[config.mk]
export PLATFORM = sky130hd
export DESIGN_NAME = muldiv_exec
export DESIGN_NICKNAME = d
export VERILOG_FILES = /design/src/rtl/muldiv_exec.sv
export SDC_FILE = /design/constraint.sdc
export NUM_CORES = 1
export LEC_CHECK = 0
export ABC_AREA = 1
export BUFFER_PORTS_ARGS = -buffer_cell sky130_fd_sc_hd__buf_2
export CORE_UTILIZATION = 40
export DETAILED_ROUTE_END_ITERATION = 8
export PLACE_DENSITY = 0.58
export SLEW_MARGIN = 20
export SYNTH_ARGS = -nofsm -noshare
export SYNTH_HDL_FRONTEND = slang
export SYNTH_SLANG_ARGS = --single-unit
[constraint.sdc]
create_clock -name clk -period 2.3 [get_ports clk]
set_input_delay 0.23 -clock clk [delete_from_list [all_inputs] [get_ports clk]]
set_output_delay 0.23 -clock clk [all_outputs]
set_load 0.02 [all_outputs]
[src/rtl/muldiv_exec.sv]
// muldiv_exec: multi-cycle unsigned multiply/divide execute unit.
// Captures operands from the register file read ports, iterates one bit per
// cycle for DATA_WIDTH cycles, then issues a single-cycle register write-back.
// Latency is DATA_WIDTH+1 cycles for every op, divide by zero included.
module muldiv_exec #(
    parameter int DATA_WIDTH = 32,
    parameter int ADDR_WIDTH = 3
) (
    input  logic                  clk,
    input  logic                  rst,
    input  logic                  start_i,
    input  logic [1:0]            op_i,
    input  logic [DATA_WIDTH-1:0] opa_i,
    input  logic [DATA_WIDTH-1:0] opb_i,
    input  logic [ADDR_WIDTH-1:0] dest_i,
    output logic                  busy_o,
    output logic                  done_o,
    output logic [DATA_WIDTH-1:0] wb_data_o,
    output logic [ADDR_WIDTH-1:0] wb_addr_o,
    output logic                  wb_we_o
);

    localparam int W  = DATA_WIDTH;
    localparam int CW = $clog2(W + 1);

    localparam logic [1:0] OP_MULL = 2'b00;
    localparam logic [1:0] OP_MULH = 2'b01;
    localparam logic [1:0] OP_DIVU = 2'b10;
    localparam logic [1:0] OP_REMU = 2'b11;

    typedef enum logic [1:0] {
        IDLE = 2'b00,
        RUN  = 2'b01,
        WB   = 2'b10
    } state_t;

    state_t          state;
    logic [1:0]      op;
    logic [ADDR_WIDTH-1:0] dest;
    logic [CW-1:0]   count;

    // Multiply datapath: upper half accumulates, lower half starts as the
    // multiplier and is shifted out one bit per cycle.
    logic [2*W-1:0]  prod;
    logic [W-1:0]    mcand;

    // Divide datapath: W+1-bit partial remainder, dividend shifts out of quo
    // from the top while quotient bits shift in at the bottom.
    logic [W:0]      rem;
    logic [W-1:0]    quo;
    logic [W-1:0]    divisor;

    logic [W:0]      mul_sum;
    logic [2*W-1:0]  prod_next;
    logic [W:0]      rem_shift;
    logic            div_ge;
    logic [W:0]      rem_next;
    logic [W-1:0]    quo_next;
    logic [W-1:0]    result;
    logic            last_iter;

    // One iteration of both datapaths, plus the result as it will stand after
    // the current iteration (used to register wb_data_o on the final step).
    always_comb begin
        mul_sum   = {1'b0, prod[2*W-1:W]} + (prod[0] ? {1'b0, mcand} : {(W+1){1'b0}});
        prod_next = {mul_sum, prod[W-1:1]};

        // With a zero divisor the compare always succeeds and nothing is
        // subtracted, so the quotient saturates to all ones and the remainder
        // ends up equal to the dividend -- exactly the required div-by-zero
        // results, with no special casing.
        rem_shift = {rem[W-1:0], quo[W-1]};
        div_ge    = (rem_shift >= {1'b0, divisor});
        rem_next  = div_ge ? (rem_shift - {1'b0, divisor}) : rem_shift;
        quo_next  = {quo[W-2:0], div_ge};

        result = '0;
        case (op)
            OP_MULL: result = prod_next[W-1:0];
            OP_MULH: result = prod_next[2*W-1:W];
            OP_DIVU: result = quo_next;
            OP_REMU: result = rem_next[W-1:0];
            default: result = '0;
        endcase

        last_iter = (count == CW'(1));
    end

    // Control FSM with registered outputs; write-back data is latched on the
    // last RUN cycle and held until the next write-back.
    always_ff @(posedge clk) begin
        if (rst) begin
            state     <= IDLE;
            op        <= OP_MULL;
            dest      <= '0;
            count     <= '0;
            busy_o    <= 1'b0;
            done_o    <= 1'b0;
            wb_we_o   <= 1'b0;
            wb_data_o <= '0;
            wb_addr_o <= '0;
        end else begin
            case (state)
                IDLE: begin
                    if (start_i) begin
                        state  <= RUN;
                        op     <= op_i;
                        dest   <= dest_i;
                        count  <= CW'(W);
                        busy_o <= 1'b1;
                    end
                end
                RUN: begin
                    count <= count - CW'(1);
                    if (last_iter) begin
                        state     <= WB;
                        done_o    <= 1'b1;
                        wb_we_o   <= 1'b1;
                        wb_data_o <= result;
                        wb_addr_o <= dest;
                    end
                end
                WB: begin
                    state   <= IDLE;
                    done_o  <= 1'b0;
                    wb_we_o <= 1'b0;
                    busy_o  <= 1'b0;
                end
                default: begin
                    state   <= IDLE;
                    done_o  <= 1'b0;
                    wb_we_o <= 1'b0;
                    busy_o  <= 1'b0;
                end
            endcase
        end
    end

    // Arithmetic registers: load on issue, step only the datapath the op uses.
    always_ff @(posedge clk) begin
        if (rst) begin
            prod    <= '0;
            mcand   <= '0;
            rem     <= '0;
            quo     <= '0;
            divisor <= '0;
        end else if (state == IDLE && start_i) begin
            prod    <= {{W{1'b0}}, opa_i};
            mcand   <= opb_i;
            rem     <= '0;
            quo     <= opa_i;
            divisor <= opb_i;
        end else if (state == RUN) begin
            if (op[1]) begin
                rem <= rem_next;
                quo <= quo_next;
            end else begin
                prod <= prod_next;
            end
        end
    end

endmodule

; ---- Word-level counts from Yosys, hierarchy flattened
; Cells that the tools add are included.
[totals]
ff_bits = 210
input_bits = 72
out_inout_bits = 38
[classes]
addsub = 3
magnitude_cmp = 1
eq_ne = 8
n_mux = 18
bitwise_logic = 3
reduce_logical = 17
[op_table]
columns = op, n
row1 = 32-bit 2-to-1 mux, 8
row2 = 32-bit case mux with 4 select lines, 1
row3 = 32-bit by 32-bit adder with 33-bit output, 1
row4 = 33-bit by 32-bit >= comparator with 1-bit output, 1
row5 = 32-bit subtractor, 1
row6 = 2-bit AND reduction, 10
row7 = 6-bit case mux with 2 select lines, 1
row8 = "6-bit by 1-bit == test with 1-bit output, second input constant", 1
row9 = 6-bit 2-to-1 mux, 1
row10 = 2-bit nonzero test, 3
row11 = "6-bit by 1-bit subtractor with 6-bit output, second input constant", 1
row12 = "2-bit by 1-bit == test with 1-bit output, second input constant", 2
row13 = "2-bit == test, second input constant", 2
row14 = 2-bit logical NOT, 2
row15 = 2-bit 2-to-1 mux, 2
row16 = "2-bit inequality test, second input constant", 2
row17 = 1-bit case mux with 2 select lines, 2
row18 = 2-bit case mux with 2 select lines, 1
row19 = 1-bit inverter, 3
row20 = 1-bit 2-to-1 mux, 2
row21 = "2-bit by 1-bit inequality test with 1-bit output, second input constant", 1
row22 = 2-bit OR reduction, 1
row23 = 1-bit logical AND, 1

; ---- Longest topological paths before layout
[logic_depth]
word_depth = 5
ltp_mapped = 20

; ---- Worst setup path after synthesis
; Ideal clock, no wire load.
[synth_path]
path_type = reg-to-reg
start = register prod[0]
end = register wb_data_o[21]
setup_time_ns = 0.136
t_arrival_ns = 2.293
path_slack_ns = -0.129
stages_incl_launch_ff = 21
n_path_buf = 1
path_cell_list = dfxtp_1 > clkbuf_1 > nand2_1 > inv_1 > ha_1 > inv_1 > fa_1 > o21ai_0 > nand2_1 > nand2_1 > nand2_1 > nand2_1 > nand2_1 > nand2_1 > nand2_1 > nand3_1 > nand2_1 > inv_1 > nand2_1 > nand2_1 > a21oi_2
[synth_between]
elab_chain_len = 3
[synth_lines]
columns = item, line
row1 = from (decl), 44  ; logic [2*W-1:0] prod;
row2 = from (signal assigned), 148  ; prod <= {{W{1'b0}}, opa_i};
row3 = from (signal assigned), 158  ; prod <= prod_next;
row4 = 32-bit 2-to-1 mux, 65  ; mul_sum = {1'b0, prod[2*W-1:W]} + (prod[0] ? {1'b0, mcand} : {(W+1){1'b0}});
row5 = 32-bit by 32-bit adder with 33-bit output, 65
row6 = 32-bit case mux with 4 select lines, 78  ; case (op)
row7 = to (signal assigned), 119  ; wb_data_o <= result;
row8 = to (decl), 18  ; output logic [DATA_WIDTH-1:0] wb_data_o,
; Every way passes these cells.
; A chain may end at the register's enable or synchronous reset.

; ---- Worst setup path in the final report
[layout_path]
start = register divisor[0]
end = register wb_data_o[17]
[layout_between]
elab_chain_len = 3
word_cells_on_any_way = 6
classes_between = add/sub (2) / order compare (1) / mux (3)
[layout_lines]
columns = item, line
row1 = from (decl), 51  ; logic [W-1:0] divisor;
row2 = from (signal assigned), 152  ; divisor <= opb_i;
row3 = "32-bit subtractor, or another cell as far along", 74  ; rem_next = div_ge ? (rem_shift - {1'b0, divisor}) : rem_shift;
row4 = 32-bit 2-to-1 mux or 32-bit by 32-bit adder with 33-bit output (tied branches), --
row5 = 32-bit case mux with 4 select lines (*), 78
; Mark *: on every way between the ends. The rest lies on a longest branch, timed or not.

==> impl_metrics.yaml <==
outcome:
  violations: "negative setup slack"
  status: "finished, violations left"
clocking:
  clock-sinks: 210
  cts.clk_slew.worst_paths_ps: 60
  clockBufferDepth: 3
  insertion_delay_ps: 560
  cts_tree: "done"
  cts_made_buffers: 25
  cts_root_buf: "clkbuf_16"
  htreeDepth: 1
min_path:
  hp-class: "input pin to flop"
critical_path:
  crit_path_end_kind: "flop"
  cp.required_ps: 2790
  cp_max_fo: 7
  setup.worst_path.start_class: "flop"
  arrival_ps: 3030
  crit_type: "flop to flop"
logic_synthesis:
  syn_area_sq_um: 13920
  synth_nets: 2391
  ys_types: 43
  synth_warnings: 0
  synth-seq-cells: 210
  synth-seq-area-share_pct: 30.20
  synth_cells: 2251
  syn_avg_cell_area_sq_um: 6.184
layout:
  num_antenna_cells: 0
  final_nets: 2901
  syn2layout_area_growth_pct: 56.63
  drive_gt1_share_pct: 39.24
  fin_cells: 3228
  fillCellCount: 3044
  register_area_sq_um: 4259
  fin_util_pct: 64.37
  multi_input_area_sq_um: 10370
power:
  p_leak_nw: 10.56
  vdd_drop_max_mv: 0.5901
  powerDensity_nw_per_um2: 579.8
  report.power.total_mw: 12.64
sta:
  finalCritPeriodShare_pct: 110.4
  min_period_ps: 2540
  final-max-slew-violation-count: 0
  slew_headroom_pct: 56.07
  fin_skew_ps: 14.55
  setup_viol: 60
  final_hold_viol_count: 0
  rsz0062_at_grt: "true"
  fmax_mhz: 393.8
  worst_slack_ps: -239.7
  worst_pin_slew_ps: 658.9
global_route:
  grt_max_degree: 87
  overflow: 0
  antenna_found_initial: 0
  grt_pass1_wl_mm: 90.89
  grt_pass1_vias: 16450
  track_usage_pct: 32.59
place:
  dpl.hpwl_mm: 43.08
  place_worst_setup_slack_ps: -579.4
  io_buffers: 109
  gp_congestion: 0.9785
  dp_cells: 3074
route:
  drtAntennaViolNets: 0
  wire_per_inst_um: 18.29
  drtPass1Iterations: 5
  routed_wl_mm: 59.03
  drtIter0Drc: 1272
  dr_total_vias: 16720
  drcViolationCount: 0
  detail_route.vias_per_cell: 5.181
floorplanning:
  dieArea_sq_um: 35550
  io_pins: 110
  row_count: 67
  die_w_um: 188.5
  core_sq_um: 33870
  die_h_um: 188.5
  start_util_pct: 41.10
job:
  drv_cap: 0
[worst max-delay path, stage by stage (launching register included)]
cell,delay (ps)
dfxtp_4,350
buf_6,110
ha_4,260
nand4_1,250
nor2_1,170
nand3b_1,130
nand2_2,100
nor2_4,40
buf_12,140
nand2_8,90
buf_12,120
inv_12,40
o21ai_0,180
buf_4,160
nand2_2,80
nand2_1,100
nand2_1,50
a21oi_1,110
[sequential cells by signal, indices dropped and copies added, names as in the netlist]
register	count
prod	64
divisor	32
quo	32
rem	32
wb_data_o	32
count	6
dest	3
wb_addr_o	3
op	2
state	2
busy_o	1
wb_we_o	1
[cell usage after synthesis (all sizes together)]
cell / instances / area, sq um
a21o: 2 / 15.01
clkbuf: 76 / 285.3
nand2: 748 / 2850
xor2: 24 / 210.2
nor3b: 1 / 7.510
a221oi: 2 / 17.52
nand3b: 18 / 135.1
o221ai: 1 / 8.760
xnor2: 5 / 43.79
inv: 343 / 1287
o21bai: 25 / 187.7
buf: 15 / 126.4
o22ai: 1 / 6.260
or2: 2 / 12.51
a211oi: 3 / 22.52
o21ai: 155 / 817.0
dfxtp: 210 / 4204
a31oi: 56 / 350.3
a21oi: 158 / 858.3
o211ai: 28 / 210.2
fa: 2 / 40.04
nand4: 9 / 56.30
nand3: 93 / 500.5
clkinv: 1 / 3.750
nor3: 12 / 60.06
o21a: 4 / 30.03
nor4: 1 / 6.260
ha: 66 / 825.8
and2: 4 / 25.02
nor2: 186 / 715.7
[cells by family (layout without fill, tap and decap cells)]
| kind of cell | count (synthesis) | count (layout) | share of synthesized area, % |
|---|---|---|---|
| buffers and inverters | 435 | 963 | 12.23 |
| XOR/XNOR | 29 | 29 | 1.825 |
| AO/OA/AOI/OAI | 435 | 435 | 18.13 |
| flip-flops | 210 | 210 | 30.20 |
| adder cells (fa/ha/maj) | 68 | 68 | 6.220 |
| AND/OR/NAND/NOR | 1074 | 1075 | 31.39 |
[timing repair]
item | in CTS | in global routing
resized for setup | 425 | 216
buffers inserted | 36 | 24
cloned | 6 | 0
pin swaps | 58 | 46
hold buffers | 47 | 0
endpoints found under the setup margin | 89 | 89
endpoints found under the hold margin | 72 | 0
[metal layers]
metal | track usage, % | vias up | wire, um
li1 | - | 8171 | -
met1 | 43.86 | 7850 | 26220
met2 | 52.25 | 586 | 26260
met3 | 3.893 | 116 | 3782
met4 | 14.33 | 0 | 2768
met5 | 0 | - | 0
[final cells by class]
class | count | share of cell area [%]
flip-flops and latches | 210 | 19.54
multi-input cells | 1607 | 47.58
inverters | 344 | 5.991
clock buffers | 33 | 3.191
clock inverters | 13 | 0.5509
repair inverters | 1 | 0.05165
repair buffers | 572 | 20.53
well taps | 448 | 2.571
[placed cells by master, fill, tap and decap left out, types with 48 or more instances in the layout]
cell type,n
a31oi_1,55
inv_1,296
nand2_1,581
buf_4,372
o21ai_0,98
ha_4,59
buf_2,108
nand2_2,115
nor2_1,139
a21oi_1,104
dfxtp_1,170
nand2_4,50
a21oi_2,48
[power by group]
group	internal (mW)	total, mW	switching (mW)
clock network	2.27	4.03	1.76
logic	2.01	4.54	2.52
registers	3.87	4.08	0.204
[through the flow]
stage	hold slack (ps)	setup TNS, ps	instance area (sq um)
global placement	449.5	-19720	17400
floorplan	364.9	0	13920
detailed placement	454.8	-20870	17400
finish	3.579	-7564	21800
global route	23.81	-16900	21800
CTS	0.7688	-5316	20890
[final timing paths]
path	from	end	slack, ps	depth (start not counted)
worst max-delay path	divisor[0]	wb_data_o[17]	-240	17
worst min-delay path	opb_i[22]	divisor[22]	4	3
worst max register to register	divisor[0]	wb_data_o[17]	-240	17
worst min register to register	wb_data_o[29]	wb_data_o[29]	460	2
Note: power is estimated with default switching activity, not from simulation.
